### src/rtl/alu_seq_if.sv
// Operation request / result bundle between a requester and the sequential ALU.
// The slave modport is the ALU side; the master modport is the requester side.
interface alu_seq_if #(
    parameter int unsigned WIDTH = 4
) ();
    logic             i_start;
    logic [2:0]       i_op;
    logic [WIDTH-1:0] i_a;
    logic [WIDTH-1:0] i_b;
    logic             o_busy;
    logic             o_done;
    logic [WIDTH-1:0] o_res;
    logic             o_carry;
    logic             o_overflow;
    logic             o_zero;

    modport master (
        output i_start, i_op, i_a, i_b,
        input  o_busy, o_done, o_res, o_carry, o_overflow, o_zero
    );

    modport slave (
        input  i_start, i_op, i_a, i_b,
        output o_busy, o_done, o_res, o_carry, o_overflow, o_zero
    );
endinterface

### src/rtl/alu_seq.sv
// Registered two's-complement ALU: single-cycle simple ops, WIDTH-iteration shift-add
// signed multiply. Result and flags hold between operations.
module alu_seq #(
    parameter int unsigned WIDTH = 4
) (
    input logic       clk,
    input logic       rst_n,
    alu_seq_if.slave  bus
);
    localparam int unsigned PW   = 2 * WIDTH;
    localparam int unsigned CntW = $clog2(WIDTH + 1);
    localparam logic [CntW-1:0] CntLast = CntW'(WIDTH);

    localparam logic [1:0] StIdle = 2'd0;
    localparam logic [1:0] StExec = 2'd1;
    localparam logic [1:0] StMul  = 2'd2;

    localparam logic [2:0] OpAdd = 3'b000;
    localparam logic [2:0] OpSub = 3'b001;
    localparam logic [2:0] OpNot = 3'b010;
    localparam logic [2:0] OpAnd = 3'b011;
    localparam logic [2:0] OpOr  = 3'b100;
    localparam logic [2:0] OpXor = 3'b101;
    localparam logic [2:0] OpLt  = 3'b110;
    localparam logic [2:0] OpMul = 3'b111;

    logic [1:0]       state_q, state_d;
    logic [2:0]       op_q, op_d;
    logic [WIDTH-1:0] a_q, a_d;
    logic [WIDTH-1:0] b_q, b_d;
    logic [PW-1:0]    mcand_q, mcand_d;
    logic [WIDTH:0]   mplier_q, mplier_d;
    logic [PW-1:0]    acc_q, acc_d;
    logic             neg_q, neg_d;
    logic [CntW-1:0]  cnt_q, cnt_d;
    logic [WIDTH-1:0] res_q, res_d;
    logic             carry_q, carry_d;
    logic             ovf_q, ovf_d;
    logic             zero_q, zero_d;
    logic             done_q, done_d;

    // Magnitudes need WIDTH+1 bits so the most-negative operand is representable.
    logic [WIDTH:0] a_ext, b_ext, a_mag, b_mag;
    assign a_ext = {bus.i_a[WIDTH-1], bus.i_a};
    assign b_ext = {bus.i_b[WIDTH-1], bus.i_b};
    assign a_mag = a_ext[WIDTH] ? (~a_ext + {{WIDTH{1'b0}}, 1'b1}) : a_ext;
    assign b_mag = b_ext[WIDTH] ? (~b_ext + {{WIDTH{1'b0}}, 1'b1}) : b_ext;

    logic [WIDTH-1:0] b_eff;
    logic [WIDTH:0]   sum;
    logic [WIDTH-1:0] simple_res;
    logic             simple_carry;
    logic             simple_ovf;

    always_comb begin
        b_eff        = (op_q == OpSub) ? ~b_q : b_q;
        sum          = {1'b0, a_q} + {1'b0, b_eff} + {{WIDTH{1'b0}}, (op_q == OpSub)};
        simple_res   = '0;
        simple_carry = 1'b0;
        simple_ovf   = 1'b0;
        case (op_q)
            OpAdd, OpSub: begin
                simple_res   = sum[WIDTH-1:0];
                simple_carry = sum[WIDTH];
                simple_ovf   = (a_q[WIDTH-1] == b_eff[WIDTH-1]) &&
                               (sum[WIDTH-1] != a_q[WIDTH-1]);
            end
            OpNot:   simple_res = ~a_q;
            OpAnd:   simple_res = a_q & b_q;
            OpOr:    simple_res = a_q | b_q;
            OpXor:   simple_res = a_q ^ b_q;
            OpLt:    simple_res = {{(WIDTH-1){1'b0}}, ($signed(a_q) < $signed(b_q))};
            default: simple_res = '0;
        endcase
    end

    logic [PW-1:0]    prod;
    logic [WIDTH-1:0] mul_res;
    logic             mul_ovf;

    always_comb begin
        prod    = neg_q ? (~acc_q + {{(PW-1){1'b0}}, 1'b1}) : acc_q;
        mul_res = prod[WIDTH-1:0];
        // Out of range whenever the full product is not the sign-extended low half.
        mul_ovf = (prod != {{WIDTH{mul_res[WIDTH-1]}}, mul_res});
    end

    always_comb begin
        state_d  = state_q;
        op_d     = op_q;
        a_d      = a_q;
        b_d      = b_q;
        mcand_d  = mcand_q;
        mplier_d = mplier_q;
        acc_d    = acc_q;
        neg_d    = neg_q;
        cnt_d    = cnt_q;
        res_d    = res_q;
        carry_d  = carry_q;
        ovf_d    = ovf_q;
        zero_d   = zero_q;
        done_d   = 1'b0;
        case (state_q)
            StIdle: begin
                if (bus.i_start) begin
                    op_d = bus.i_op;
                    a_d  = bus.i_a;
                    b_d  = bus.i_b;
                    if (bus.i_op == OpMul) begin
                        state_d  = StMul;
                        mcand_d  = {{(PW-WIDTH-1){1'b0}}, a_mag};
                        mplier_d = b_mag;
                        acc_d    = '0;
                        neg_d    = bus.i_a[WIDTH-1] ^ bus.i_b[WIDTH-1];
                        cnt_d    = '0;
                    end else begin
                        state_d = StExec;
                    end
                end
            end
            StExec: begin
                res_d   = simple_res;
                carry_d = simple_carry;
                ovf_d   = simple_ovf;
                zero_d  = (simple_res == '0);
                done_d  = 1'b1;
                state_d = StIdle;
            end
            StMul: begin
                if (cnt_q == CntLast) begin
                    res_d   = mul_res;
                    carry_d = 1'b0;
                    ovf_d   = mul_ovf;
                    zero_d  = (mul_res == '0);
                    done_d  = 1'b1;
                    state_d = StIdle;
                end else begin
                    acc_d    = acc_q + (mplier_q[0] ? mcand_q : '0);
                    mcand_d  = mcand_q << 1;
                    mplier_d = mplier_q >> 1;
                    cnt_d    = cnt_q + {{(CntW-1){1'b0}}, 1'b1};
                end
            end
            default: state_d = StIdle;
        endcase
    end

    always_ff @(posedge clk) begin
        if (!rst_n) begin
            state_q  <= StIdle;
            op_q     <= '0;
            a_q      <= '0;
            b_q      <= '0;
            mcand_q  <= '0;
            mplier_q <= '0;
            acc_q    <= '0;
            neg_q    <= 1'b0;
            cnt_q    <= '0;
            res_q    <= '0;
            carry_q  <= 1'b0;
            ovf_q    <= 1'b0;
            zero_q   <= 1'b1;
            done_q   <= 1'b0;
        end else begin
            state_q  <= state_d;
            op_q     <= op_d;
            a_q      <= a_d;
            b_q      <= b_d;
            mcand_q  <= mcand_d;
            mplier_q <= mplier_d;
            acc_q    <= acc_d;
            neg_q    <= neg_d;
            cnt_q    <= cnt_d;
            res_q    <= res_d;
            carry_q  <= carry_d;
            ovf_q    <= ovf_d;
            zero_q   <= zero_d;
            done_q   <= done_d;
        end
    end

    assign bus.o_busy     = (state_q != StIdle);
    assign bus.o_done     = done_q;
    assign bus.o_res      = res_q;
    assign bus.o_carry    = carry_q;
    assign bus.o_overflow = ovf_q;
    assign bus.o_zero     = zero_q;
endmodule
### src/flat_wrapper.sv
// flat-port wrapper written by rule: the top's interface ports become plain ports
module alu_seq_flat 
#(
    parameter int unsigned WIDTH = 4
)
  (clk, rst_n, bus_i_start, bus_i_op, bus_i_a, bus_i_b, bus_o_busy, bus_o_done, bus_o_res, bus_o_carry, bus_o_overflow, bus_o_zero);
  alu_seq_if #(.WIDTH(WIDTH)) bus_i ();
  input logic clk;
  input logic rst_n;
  input wire logic [$bits(bus_i.i_start)-1:0] bus_i_start;
  input wire logic [$bits(bus_i.i_op)-1:0] bus_i_op;
  input wire logic [$bits(bus_i.i_a)-1:0] bus_i_a;
  input wire logic [$bits(bus_i.i_b)-1:0] bus_i_b;
  output wire logic [$bits(bus_i.o_busy)-1:0] bus_o_busy;
  output wire logic [$bits(bus_i.o_done)-1:0] bus_o_done;
  output wire logic [$bits(bus_i.o_res)-1:0] bus_o_res;
  output wire logic [$bits(bus_i.o_carry)-1:0] bus_o_carry;
  output wire logic [$bits(bus_i.o_overflow)-1:0] bus_o_overflow;
  output wire logic [$bits(bus_i.o_zero)-1:0] bus_o_zero;
  assign bus_i.i_start = bus_i_start;
  assign bus_i.i_op = bus_i_op;
  assign bus_i.i_a = bus_i_a;
  assign bus_i.i_b = bus_i_b;
  assign bus_o_busy = bus_i.o_busy;
  assign bus_o_done = bus_i.o_done;
  assign bus_o_res = bus_i.o_res;
  assign bus_o_carry = bus_i.o_carry;
  assign bus_o_overflow = bus_i.o_overflow;
  assign bus_o_zero = bus_i.o_zero;
  alu_seq #(.WIDTH(WIDTH)) u_core (.clk(clk), .rst_n(rst_n), .bus(bus_i));
endmodule
### config.mk
export PLATFORM = sky130hd
export DESIGN_NAME = alu_seq_flat
export DESIGN_NICKNAME = d
export VERILOG_FILES = /design/src/rtl/alu_seq_if.sv /design/src/rtl/alu_seq.sv /design/src/flat_wrapper.sv
export SDC_FILE = /design/constraint.sdc
export NUM_CORES = 1
export LEC_CHECK = 0
export ABC_AREA = 1
export ABC_CLOCK_PERIOD_IN_PS = 2400
export BUFFER_PORTS_ARGS = -buffer_cell sky130_fd_sc_hd__buf_4
export CAP_MARGIN = 20
export CELL_PAD_IN_SITES_DETAIL_PLACEMENT = 1
export CELL_PAD_IN_SITES_GLOBAL_PLACEMENT = 1
export CORE_UTILIZATION = 30
export DETAILED_ROUTE_END_ITERATION = 10
export PLACE_DENSITY = 0.68
export SYNTH_ARGS = -nofsm -noshare
export SYNTH_HDL_FRONTEND = slang
export SYNTH_SLANG_ARGS = --single-unit
### constraint.sdc
create_clock -name clk -period 2.4 [get_ports clk]
set_input_delay 0.24 -clock clk [delete_from_list [all_inputs] [get_ports clk]]
set_output_delay 0.24 -clock clk [all_outputs]
set_load 0.005 [all_outputs]
-- Yosys cells after proc, flatten, opt, wreduce, memory -nomap -nowiden
Cells that the tools add are included.
Widths: inputs -> output; s select.
- register bits: 46
- output and inout port bits: 9
- bits of input ports: 14
- logic and storage cells: 100
- bitwise logic cells: 9
- order comparisons: 1
- mux-type cells: 38
- $add $sub $neg: 7
- reductions and logical operators: 14
- equality and inequality tests: 17
- operator list (cell ; number):
    $mux 8 ; 8
    $pmux 8 s2 ; 2
    $mux 5 ; 5
    $pmux 4 s6 ; 1
    $eq 3x3->1 const B ; 5
    $add 5x1->5 const B ; 2
    $not 5->5 ; 2
    $pmux 5 s2 ; 1
    $mux 3 ; 3
    $add 8x1->8 const B ; 1
    $add 8x8->8 ; 1
    $logic_not 4->1 ; 2
    $mux 4 ; 2
    $not 4->4 ; 2
    $not 8->8 ; 1
    $pmux 1 s2 ; 4
    $pmux 4 s2 ; 1
    $eq 3x2->1 const B ; 2
    $mux 1 ; 6
    $mux 2 ; 3
    $pmux 3 s2 ; 1
    $reduce_and 2->1 ; 3
    $reduce_bool 2->1 ; 3
    $add 4x4->5 ; 1
    22 further kinds ; 24

-- Longest topological paths before layout
- depth in word-level cells: 8
- mapped depth: 14
- gate-level depth less buffers: 14

-- Worst setup path after synthesis
Ideal clock, no wire load.
- path type: register to register
- start point: reg u_core.op_q[1]
- end point: reg u_core.zero_q (netlist: u_core.bus.o_zero)
- required time: 2.342 ns
- stages on the path, launching flop included: 15
- data arrival time: 2.056 ns
- library setup time: 0.058 ns
- period minus slack after synthesis: 2.114 ns
- slack: 0.286 ns
- path buffers: 0
- path through: dfxtp_1 nor2_4 nand2_4 xor2_1 fa_1 or2_2 nand3_1 nand2_1 nor2_1 nand2_1 nor2_1 nand2_1 o21ai_1 nand2_1 nand2_1
- word-level cells in the longest chain between the ends: 7
- elaborated cells on any way between the ends: 14
- those cells by class: add/sub (2); eq/ne (6); mux (3); reduce/logical (3)
- ends and longest elaborated chain (item ; RTL line ; text):
    start: declaration ; alu_seq.sv:28 ; logic [2:0] op_q, op_d;
    start signal: assignment ; alu_seq.sv:166 ; op_q <= op_d;
    $eq 3x1->1 ; alu_seq.sv:56, alu_seq.sv:57, alu_seq.sv:61 ;
    $mux 4 ; alu_seq.sv:56 ; b_eff = (op_q == OpSub) ? ~b_q : b_q;
    $add 4x4->5 ; alu_seq.sv:57 ; sum = {1'b0, a_q} + {1'b0, b_eff} + {{WIDTH{1'b0}}, (op_q == OpSub)};
    $add 5x1->5 ; alu_seq.sv:57 ;
    $pmux 4 s6 * ; alu_seq.sv:61 ; case (op_q)
    $logic_not 4->1 * ; alu_seq.sv:125 ; zero_d = (simple_res == '0);
    $pmux 1 s2 * ; alu_seq.sv:103 ; case (state_q)
    end signal: assignment ; alu_seq.sv:177 ; zero_q <= zero_d;
    end: declaration ; alu_seq.sv:39 ; logic zero_q, zero_d;
Every way passes the cells marked *; elsewhere a longest branch is shown, timed or not.
A chain may end at the register's enable or synchronous reset.

-- Worst setup path in the final report
- start point: reg u_core.op_q[2]
- end point: reg u_core.zero_q (netlist: u_core.bus.o_zero)
Same word-level chain as after synthesis.

==> metrics <==
H-tree levels 2; Warnings, synthesis 0; Setup CP Type reg2reg; CTS buffer count 5; Routed WL per cell 13.92 µm; endpoint class of the critical path register; final setup fails 0; share of post-route cells with drive strength above 1 12.80%; Slowest Stage Delay on Critical Path 0.38 ns; clock sinks 46; fin cells 628; drt pass-1 iters 4; number of hold violations in the final report 0; chip width 104.6 µm; pwr/cell area about 560 nW/µm²; status finished, final reports clean; Initial Utilization between 30% and 40%; FMAX 0.4576 GHz; Commonest cells post-synth nand2_1 (107), inv_1 (62), a21oi_1 (46), dfxtp_1 (46), o21ai_0 (40); Clock Latency Late Sink 0.31 ns; Slowest-stage cell, CP dfxtp_4; number of library cell types mapped by synthesis 36; syn_nets 515; DIE AREA 10950 µm²; fraction of registers with async set/reset 0%; initial antenna violation count 0; Synth top area share 29.15%; crit-path max FO 5; routed vias/inst around 4.9; Tightest Pin Transition approximately 0.79 ns; main area contributors after synthesis dfxtp_1 (29%), nand2_1 (13%), ha_1 (12%); register area share after synthesis 29.15%; Hold Path Class in2reg; IO Pins 23; Cells after Synth about 470; Main synth FF type dfxtp_1; pins over their slew limit 0; Port Buffers 22; Total GRT Usage 16.89%; worst path bufs/invs 0; Critical Path Most Common Cell nand2_1; worst path arrival time 2.44 ns; Clock Root Buffer clkbuf_8; Nets 537; initial drt markers roughly 90; flops & latches, synth 46; Critical Path, Cell by Cell nor2_4 -> nand2_4 -> xor2_1 -> fa_2 -> or2_2 -> nand3_1 -> nand2_1 -> nor2_2 -> nand2_1 -> nor2_1 -> nand2_1 -> o21ai_1 -> nand2_1 -> nand2_1; global-route wire length before repair between 15 and 20 mm; min Tclk post-route 2.185 ns; dpl ws 0.07398 ns; leading area contributor after synthesis dfxtp_1; Area Overhead vs Synth 14.93%; Peak VDD IR between 0.0003 and 0.0004 V; most common cell in the synthesized netlist nand2_1; Avg Inst Size Synth 6.736 µm²; Slew HR a little under half; final worst slack between 0.2 and 0.25 ns; grt total ovfl 0; TritonCTS clock tree done; mapped cell area 3159 µm²; DRC viols 0; DP Wirelength 6.791 mm; die height about 100 µm; Clock Path Buffers 2; Worst Path Required about 2.7 ns; largest net degree at the start of global routing 28; Clock Skews 0.007515 ns; period utilization between 90% and 100%; core footprint 10280 µm²; delay-heaviest family, CP simple AND/OR/NAND/NOR gates; Routed Wire Length about 8.7 mm; total number of vias 3059; max-cap violation count 0; Leakage about 0.0017 µW; number of flops mapped to enable cells by yosys 0; Clock transition at path regs 0.10 ns; diode count 0; RePlAce Congestion 0.7953; post-placement cell count 619; remaining antenna violation count 0; CP startpoint kind register; Rows 37; vias in the first global route about 3100
-- registers in the layout (all words and copies together), names as in the netlist --
signal                 flops
u_core.mplier_q            5
u_core.bus.o_carry         1
u_core.bus.o_done          1
u_core.op_q                3
u_core.b_q                 4
u_core.neg_q               1
u_core.a_q                 4
u_core.bus.o_overflow      1
u_core.mcand_q             8
u_core.acc_q               8
u_core.state_q             2
u_core.bus.o_res           4
u_core.cnt_q               3
u_core.bus.o_zero          1
-- final cells by class --
type	instances	area, µm²
Fill cell	1338	6646
Tap cell	136	170.2
Multi-Input combinational cell	341	1919
Timing Repair Buffer	30	225.2
Clock buffer	5	68.82
Clock inverter	3	68.82
Inverter	67	251.5
Sequential cell	46	927.1
-- cells in the final DEF, fill, tap and decap left out, types with 5 or more instances in the layout --
cell type and n:
a21oi_1 46, buf_4 30, clkbuf_8 5, dfxtp_1 43, ha_1 30, inv_1 62, inv_2 5, nand2_1 107
nand3_1 35, nand4_1 5, nor2_1 29, nor3_1 8, o21ai_0 40
-- final timing paths --
check,startpoint,end,slack (ns),cells after the start
worst min-delay path,bus_i_a[0],u_core.mcand_q[0]$_SDFFE_PN0P_,0.22,3
worst min register to register,u_core.mplier_q[4]$_SDFFE_PN0P_,u_core.mplier_q[4]$_SDFFE_PN0P_,0.46,2
worst max-delay path,u_core.op_q[2]$_SDFFE_PN0P_,u_core.bus.o_zero$_SDFFE_PN1P_,0.21,14
worst max register to register,u_core.op_q[2]$_SDFFE_PN0P_,u_core.bus.o_zero$_SDFFE_PN1P_,0.21,14
-- worst min-delay path, stage by stage --
cell     delay (ns)
buf_4          0.12
nand3_1        0.08
a21oi_1        0.06
-- metrics by stage --
step	power [µW]	cell area, µm²	hold slack [ns]	TNS, ns	util [%]
2_1_floorplan	1165	3159	0.3783	0	-
3_3_place_gp	1303	3475	0.4458	0	33.81
3_5_place_dp	1317	3475	0.4477	0	33.81
4_1_cts	2050	3612	0.2196	0	35.15
5_1_grt	2153	3631	0.2259	-0.007656	35.33
6_report	2040	3631	0.2230	0	35.33
-- report_power, final --
part,switching (µW),internal [µW],total (µW)
registers,43.8,808,852
clock network,315,418,733
logic,274,181,456
-- routing by layer --
| metal | vias to the layer above | part of all wire, % | global-route usage, % |
|---|---|---|---|
| met5 | - | 0 | 0 |
| met3 | 12 | 2.0 | 2.682 |
| met2 | 34 | 46 | 28.15 |
| met1 | 1438 | 50 | 22.58 |
| li1 | 1575 | - | - |
| met4 | 0 | 1.3 | 4.427 |
-- cells by family (layout without fill, tap and decap cells) --
group | after synthesis | in the layout | share of synthesized area (%)
AOI/OAI and AO/OA | 103 | 103 | 17.70
buffers and inverters | 82 | 105 | 10.26
and+or+nand+nor | 201 | 201 | 28.36
adders and majority gates | 32 | 32 | 13.15
DFF | 46 | 46 | 29.15
xor gates and xnor gates | 5 | 5 | 1.386
-- repair_timing --
item,CTS,global route
hold endpoints to repair,0,0
hold buffers,0,0
endpoints found under the setup margin,0,2
buffers inserted,0,1
resized for setup,0,6
No activity file was read; power rests on OpenSTA's default activity.
